`config.mk`:
```
export PLATFORM = sky130hd
export DESIGN_NAME = fs_ds_inst_queue_flat
export DESIGN_NICKNAME = d
export VERILOG_FILES = /design/src/rtl/fs_ds_inst_queue_if.sv /design/src/rtl/fs_ds_inst_queue.sv /design/src/flat_wrapper.sv
export SDC_FILE = /design/constraint.sdc
export NUM_CORES = 1
export LEC_CHECK = 0
export BUFFER_PORTS_ARGS = -buffer_cell sky130_fd_sc_hd__buf_2
export CAP_MARGIN = 20
export CORE_MARGIN = 10
export CORE_UTILIZATION = 47
export CTS_BUF_LIST = sky130_fd_sc_hd__clkbuf_8
export DETAILED_ROUTE_END_ITERATION = 16
export MAX_ROUTING_LAYER = met4
export PLACE_DENSITY = 0.67
export SETUP_SLACK_MARGIN = 0.2
export SKIP_LAST_GASP = 1
export SYNTH_ARGS = -nofsm -noshare
export SYNTH_HDL_FRONTEND = slang
export SYNTH_SLANG_ARGS = --single-unit
```
`constraint.sdc`:
```
create_clock -name clk -period 5.63 [get_ports clk]
set_input_delay 0.563 -clock clk [delete_from_list [all_inputs] [get_ports clk]]
set_output_delay 0.563 -clock clk [all_outputs]
set_load 0.005 [all_outputs]
```
`src/rtl/fs_ds_inst_queue_if.sv`:
```
// IF -> instruction queue -> ID handshake and payload bundle.
// master drives the IF beat and ID's accept; slave is the queue itself.
interface fs_ds_inst_queue_if #(
   parameter int BUS_WD = 103
);
   logic              fs_to_iq_valid;
   logic [BUS_WD-1:0] fs_to_iq_bus;
   logic              iq_allowin;
   logic              iq_to_ds_valid;
   logic [BUS_WD-1:0] iq_to_ds_bus;
   logic              ds_allowin;

   modport master (
      output fs_to_iq_valid,
      output fs_to_iq_bus,
      output ds_allowin,
      input  iq_allowin,
      input  iq_to_ds_valid,
      input  iq_to_ds_bus
   );

   modport slave (
      input  fs_to_iq_valid,
      input  fs_to_iq_bus,
      input  ds_allowin,
      output iq_allowin,
      output iq_to_ds_valid,
      output iq_to_ds_bus
   );
endinterface

```
`src/rtl/fs_ds_inst_queue.sv`:
```
// In-order IF->ID instruction queue (circular buffer), emptied on exception/eret redirect.
// Optional macro IQ_BYPASS_EN: an empty queue hands the incoming beat straight to ID.
module fs_ds_inst_queue #(
   parameter int BUS_WD = 103,
   parameter int DEPTH  = 4,
   parameter int CNT_WD = 3
) (
   input  logic              clk,
   input  logic              reset,
   input  logic              flush_i,
   fs_ds_inst_queue_if.slave iq_if,
   output logic [CNT_WD-1:0] iq_count_o
);
   localparam int PTR_WD = $clog2(DEPTH);

   logic [BUS_WD-1:0] mem_q [DEPTH];
   logic [PTR_WD-1:0] rd_ptr_q, rd_ptr_d;
   logic [PTR_WD-1:0] wr_ptr_q, wr_ptr_d;
   logic [CNT_WD-1:0] count_q,  count_d;

   logic empty_s;
   logic full_s;
   logic bypass_s;
   logic q_valid_s;
   logic push_s;
   logic pop_s;

   assign empty_s = (count_q == CNT_WD'(0));
   assign full_s  = (count_q == CNT_WD'(DEPTH));

`ifdef IQ_BYPASS_EN
   assign bypass_s = empty_s & iq_if.fs_to_iq_valid & ~flush_i & iq_if.ds_allowin;
`else
   assign bypass_s = 1'b0;
`endif

   // A pop in the same cycle frees the slot, so a full queue still accepts when ID takes the head.
   assign iq_if.iq_allowin = ~flush_i & (~full_s | iq_if.ds_allowin);
   assign q_valid_s        = ~flush_i & ~empty_s;
   assign iq_if.iq_to_ds_valid = q_valid_s | bypass_s;

   assign push_s = iq_if.fs_to_iq_valid & iq_if.iq_allowin & ~flush_i & ~bypass_s;
   assign pop_s  = q_valid_s & iq_if.ds_allowin;

   assign iq_count_o = count_q;

   // Head payload to ID: bypassed beat, stored head, or zero when empty.
   always_comb begin
      iq_if.iq_to_ds_bus = '0;
      if (bypass_s) begin
         iq_if.iq_to_ds_bus = iq_if.fs_to_iq_bus;
      end else if (empty_s) begin
         iq_if.iq_to_ds_bus = '0;
      end else begin
         iq_if.iq_to_ds_bus = mem_q[rd_ptr_q];
      end
   end

   // Occupancy next state: flush clears, otherwise pointers advance on push/pop.
   always_comb begin
      rd_ptr_d = rd_ptr_q;
      wr_ptr_d = wr_ptr_q;
      count_d  = count_q;
      if (flush_i) begin
         rd_ptr_d = '0;
         wr_ptr_d = '0;
         count_d  = '0;
      end else begin
         if (pop_s) begin
            rd_ptr_d = rd_ptr_q + PTR_WD'(1);
         end else begin
            rd_ptr_d = rd_ptr_q;
         end
         if (push_s) begin
            wr_ptr_d = wr_ptr_q + PTR_WD'(1);
         end else begin
            wr_ptr_d = wr_ptr_q;
         end
         case ({push_s, pop_s})
            2'b10:   count_d = count_q + CNT_WD'(1);
            2'b01:   count_d = count_q - CNT_WD'(1);
            default: count_d = count_q;
         endcase
      end
   end

   // Occupancy registers; reset takes priority over flush.
   always_ff @(posedge clk) begin
      if (reset) begin
         rd_ptr_q <= '0;
         wr_ptr_q <= '0;
         count_q  <= '0;
      end else begin
         rd_ptr_q <= rd_ptr_d;
         wr_ptr_q <= wr_ptr_d;
         count_q  <= count_d;
      end
   end

   // Storage array holds payload only and is deliberately not reset.
   always_ff @(posedge clk) begin
      if (push_s) begin
         mem_q[wr_ptr_q] <= iq_if.fs_to_iq_bus;
      end
   end
endmodule
```
`src/flat_wrapper.sv`:
```
// flat-port wrapper written by rule: the top's interface ports become plain ports
module fs_ds_inst_queue_flat 
#(
   parameter int BUS_WD = 103,
   parameter int DEPTH  = 4,
   parameter int CNT_WD = 3
)
  (clk, reset, flush_i, iq_count_o, iq_if_fs_to_iq_valid, iq_if_fs_to_iq_bus, iq_if_ds_allowin, iq_if_iq_allowin, iq_if_iq_to_ds_valid, iq_if_iq_to_ds_bus);
  fs_ds_inst_queue_if #(.BUS_WD(BUS_WD)) iq_if_i ();
  input  logic clk;
  input  logic reset;
  input  logic flush_i;
  output logic [CNT_WD-1:0] iq_count_o;
  input wire logic [$bits(iq_if_i.fs_to_iq_valid)-1:0] iq_if_fs_to_iq_valid;
  input wire logic [$bits(iq_if_i.fs_to_iq_bus)-1:0] iq_if_fs_to_iq_bus;
  input wire logic [$bits(iq_if_i.ds_allowin)-1:0] iq_if_ds_allowin;
  output wire logic [$bits(iq_if_i.iq_allowin)-1:0] iq_if_iq_allowin;
  output wire logic [$bits(iq_if_i.iq_to_ds_valid)-1:0] iq_if_iq_to_ds_valid;
  output wire logic [$bits(iq_if_i.iq_to_ds_bus)-1:0] iq_if_iq_to_ds_bus;
  assign iq_if_i.fs_to_iq_valid = iq_if_fs_to_iq_valid;
  assign iq_if_i.fs_to_iq_bus = iq_if_fs_to_iq_bus;
  assign iq_if_i.ds_allowin = iq_if_ds_allowin;
  assign iq_if_iq_allowin = iq_if_i.iq_allowin;
  assign iq_if_iq_to_ds_valid = iq_if_i.iq_to_ds_valid;
  assign iq_if_iq_to_ds_bus = iq_if_i.iq_to_ds_bus;
  fs_ds_inst_queue #(.BUS_WD(BUS_WD), .DEPTH(DEPTH), .CNT_WD(CNT_WD)) u_core (.clk(clk), .reset(reset), .flush_i(flush_i), .iq_if(iq_if_i), .iq_count_o(iq_count_o));
endmodule
```
# ---- After elaboration in Yosys (flattened, before gate mapping)
# Memory sizes are Yosys's and may differ from the RTL's. A register that Yosys moved wholly into a read port is not among the register bits.
# Index checks and enable logic that the tools add are counted.
dict set report op_classes {
  n_addsub 4
  eq_ne 3
  mux 6
  bitwise 9
  n_reduce_logical 3
}
# cell n
set op_table {}
lappend op_table {{$mux 103} 1}
lappend op_table {{$pmux 3 s2} 1}
lappend op_table {{$and 1x1->1} 5}
lappend op_table {{$add 2x1->2 const B} 2}
lappend op_table {{$mux 2} 2}
lappend op_table {{$add 3x1->3 const B} 1}
lappend op_table {{$eq 3x3->1 const B} 1}
lappend op_table {{$logic_not 3->1} 1}
lappend op_table {{$not 1->1} 3}
lappend op_table {{$sub 3x1->3 const B} 1}
lappend op_table {{$eq 2x1->1 const B} 1}
lappend op_table {{$eq 2x2->1 const B} 1}
lappend op_table {{$mux 1} 2}
lappend op_table {{$reduce_bool 2->1} 1}
lappend op_table {{$reduce_or 2->1} 1}
lappend op_table {{$or 1x1->1} 1}
dict set report totals {
  ff_bits 7
  mem_bits_rw 412
  inputBits 108
  n_memories 1
}
# memory depth word_bits rd rd_clocked_by_memory_dff write_ports line_no
set mem_list {}
lappend mem_list {u_core.mem_q 4 103 1 1 1 fs_ds_inst_queue.sv:16} ;# logic [BUS_WD-1:0] mem_q [DEPTH];

# ---- Longest topological paths before layout
dict set report logic_depth {
  depth_word 8
  mapped_depth 10
}

# ---- Worst setup path after synthesis
# Ideal clock, no wire load.
dict set report synth_path {
  path_type {in2reg}
  startpoint {in iq_if_fs_to_iq_valid}
  endpoint {mem u_core.mem_q[0][0], enable pin}
  setup_ps 474
  t_arrival_ps 3355
  path_slack_ps 1801
  path_stages 2
  path_buffers 0
  path_cell_list {nor2b_1 > and3_1}
}
dict set report synth_via {
  elab_chain_cells 4
}
# element line_no
set synth_rtl {}
lappend synth_rtl {{start: declaration} flat_wrapper.sv:14} ;# input wire logic [$bits(iq_if_i.fs_to_iq_valid)-1:0] iq_if_fs_to_iq_valid;
lappend synth_rtl {{$and 1x1->1 (2 in series)} fs_ds_inst_queue.sv:42} ;# assign push_s = iq_if.fs_to_iq_valid & iq_if.iq_allowin & ~flush_i & ~bypass_s;
lappend synth_rtl {{$mux 1} fs_ds_inst_queue.sv:102} ;# if (push_s) begin
lappend synth_rtl {{$mux 1 (not written as such)} fs_ds_inst_queue.sv:103} ;# mem_q[wr_ptr_q] <= iq_if.fs_to_iq_bus;
lappend synth_rtl {{end: declaration} fs_ds_inst_queue.sv:16}
# Every way passes these cells.

==> qor.txt <==
synth unique cells -> 29
# IOs -> 216
critical path required time -> 5.07 ns
Rel. slew slack -> 27.3%
# nets final -> 1085
crit-path cells -> buf_4 -> mux4_2 -> nor2b_1 -> buf_2
most common cell after layout, fill and taps aside -> edfxtp_1
post-CTS setup buffer count -> 0
core area -> 33600 um2
Final ANT Viol Nets -> 0
GRT Util Overall -> 16.0%
CTS tree -> built
Simple-Gate Fraction of Synth Area -> 4.81%
mean post-synth cell area -> 22.6 um2
complex-gate fraction of the synthesized area -> 0.382%
GP Congestion -> 0.729
Hold Buf Count CTS -> 0
CTS Buffer Depth -> 3
Vias/cell -> 5.21
clock skew -> 0.0232 ns
status -> finished, final reports clean
HPWL Detailed -> 18900 um
Routed wire per std cell -> 22.0 um
root buffer cell -> clkbuf_8
largest family of logic cells by synthesized area -> multiplexers
via count of the first global-routing pass -> 8518
Yosys reg bits -> 421
Setup crit end -> iq_if_iq_to_ds_bus[3]
largest net degree at the start of global routing -> 104
Hold Path Class -> in -> reg
Initial Util -> 47.7%
Pre-antenna DRT Iters -> 7
DIE AREA -> 41900 um2
Pins Over Slew Limit -> 0
Final Cycle Share -> 62.4%
final setup violating endpoints -> 0
initial antenna violation count -> 8
Final min period -> 3.51 ns
Fmax -> 285 MHz
Mapped Nets -> 824
r2r setup slk -> 3.02 ns
Min Hold Slack -> 0.185 ns
Syn Inst Count -> 710
power density over the cells -> 329 nW/um2
first-pass GRT wire length -> 49600 um
worst r2r src -> u_core.iq_count_o[0]$_SDFFE_PP0P_
final-report hold violation count -> 0
crit path kind -> reg -> out
Leak Pwr -> 0.00646 uW
CTS resizes -> 0
r2r endpoint -> u_core.iq_count_o[2]$_SDFFE_PP0P_
Routed WL -> 32400 um
worst skew pair latency -> 0.59 ns
unrepaired setup endpoints after global routing -> false
CTS Sinks -> 421
H-Tree Depth -> 3
TritonCTS buffer count -> 69
most frequent cells in the layout -> 412 x edfxtp_1, 215 x buf_2, 103 x mux4_2
post-synthesis adder-cell area fraction -> 0.514%
Synth-to-Final Area Change -> 18.0%
VDD IR-drop max -> 0.230 mV
CP Capture Type -> output pin
register area share after synthesis -> 78.2%
Startpoint Class -> flop
mux contribution to synthesized area -> 14.5%
master of the slowest instance on the critical path -> dfxtp_4
DR iter-0 viols -> 495
worst slack at placement -> 2.59 ns
GR Overflow Total -> 0
CP max stage delay -> 1.05 ns
Util after Layout -> 56.3%
Post-Synth XOR/XNOR Area -> 0.164%
Worst Slack Setup Final -> 2.12 ns
placed insts -> 1348
Critical Path AT -> 2.95 ns
Yosys warning count -> 0
port buffer count -> 215
die width -> 205 um
path depth of the worst reg2reg path -> 9
num rows -> 67
clock-pin slew on the worst setup and hold paths -> 0.06 ns
Fin Setup TNS -> 0 ns
Hold Crit Depth -> 1
Die Y -> 205 um
DR vias -> 7673
Max-cap violations -> 0
Worst Max-Slew Pin Slew -> 1.09 ns
mapped cell area -> 16100 um2
# DRC -> 0
post-route insts no fill -> 1473
layout cells sized above 1 -> 41.5%
critical path fanouts, max -> 68
## how the worst min path moves through the flow
stage                                               start                       endpoint  slack [ns]
after floorplan           u_core.rd_ptr_q[1]$_SDFFE_PP0P_                           flop        0.46
after global placement    u_core.rd_ptr_q[1]$_SDFFE_PP0P_                           flop        0.46
after detailed placement  u_core.rd_ptr_q[1]$_SDFFE_PP0P_                           flop        0.48
after CTS                          iq_if_fs_to_iq_bus[47]  u_core.mem_q[0][47]$_DFFE_PP_        0.12
after global routing               iq_if_fs_to_iq_bus[80]  u_core.mem_q[3][80]$_DFFE_PP_        0.14
final                              iq_if_fs_to_iq_bus[39]  u_core.mem_q[3][39]$_DFFE_PP_        0.19
## critical path: cells and delay by family, from the launching register on
family	cells	cell delay, ns
AND/OR/NAND/NOR	1	0.16
buffers and inverters	2	0.74
multiplexers	1	0.40
flip-flops	1	1.05
## flip-flops by register name, indices dropped and copies added (netlist names), named ones only
register / count
u_core.mem_q: 412
u_core.iq_count_o: 3
u_core.rd_ptr_q: 2
u_core.wr_ptr_q: 2
## per-layer routing
| metal | track usage [%] | routed length, um | vias up |
|---|---|---|---|
| li1 | - | - | 3427 |
| met1 | 19.8 | 13900 | 3982 |
| met2 | 24.9 | 15900 | 221 |
| met3 | 4.80 | 2090 | 43 |
| met4 | 5.42 | 503 | 0 |
| met5 | - | 0 | - |
## final cells by class
cell class / count / area [um2]
clock inverters: 44 / 290
well taps: 448 / 561
multi-input cells: 247 / 3290
clock buffers: 73 / 1000
diodes: 8 / 20.0
repair buffers: 226 / 1200
inverters: 6 / 22.5
flip-flops and latches: 421 / 12600
fillers: 2564 / 14700
## through the flow
step           area (um2)  total power (uW)
5_1_grt             18900              6490
3_3_place_gp        17600              3790
2_1_floorplan       16100              3670
6_report            18900              6230
4_1_cts             18900              6320
3_5_place_dp        17600              3800
## cells by family (layout without fill, tap and decap cells)
family                     count (synthesis)  after routing
adders and majority gates                  6              6
AOI/OAI and AO/OA                         10             10
DFF                                      421            421
buffers and inverters                     42            349
xor gates and xnor gates                   3              3
other                                      0              8
and+or+nand+nor                          125            125
muxes                                    103            103
## cells in the mapped netlist
library cell / instances / share of area (%)
a211oi_1: 1 / 0.047
a21o_1: 1 / 0.047
a21oi_1: 4 / 0.12
a31o_1: 1 / 0.055
and2_4: 1 / 0.055
and2b_1: 3 / 0.14
and3_1: 4 / 0.16
buf_1: 3 / 0.070
buf_2: 12 / 0.37
buf_4: 1 / 0.047
buf_6: 8 / 0.56
clkbuf_1: 12 / 0.28
dfxtp_1: 9 / 1.1
edfxtp_1: 412 / 77
fa_1: 1 / 0.12
ha_1: 5 / 0.39
inv_1: 6 / 0.14
mux4_2: 103 / 14
nand2_1: 1 / 0.023
nand3_1: 1 / 0.031
nor2_1: 8 / 0.19
nor2b_1: 102 / 4.0
nor3_2: 1 / 0.062
o21ai_0: 2 / 0.062
o31ai_1: 1 / 0.047
or2_2: 1 / 0.039
or3_1: 2 / 0.078
or4b_1: 1 / 0.062
xor2_1: 3 / 0.16
## report_power, final
part / total [uW] / internal (uW) / switching, uW
clock: 2500 / 1380 / 1130
sequential: 3500 / 3490 / 10.7
combinational: 226 / 104 / 121
(Power assumes the default switching activity.)
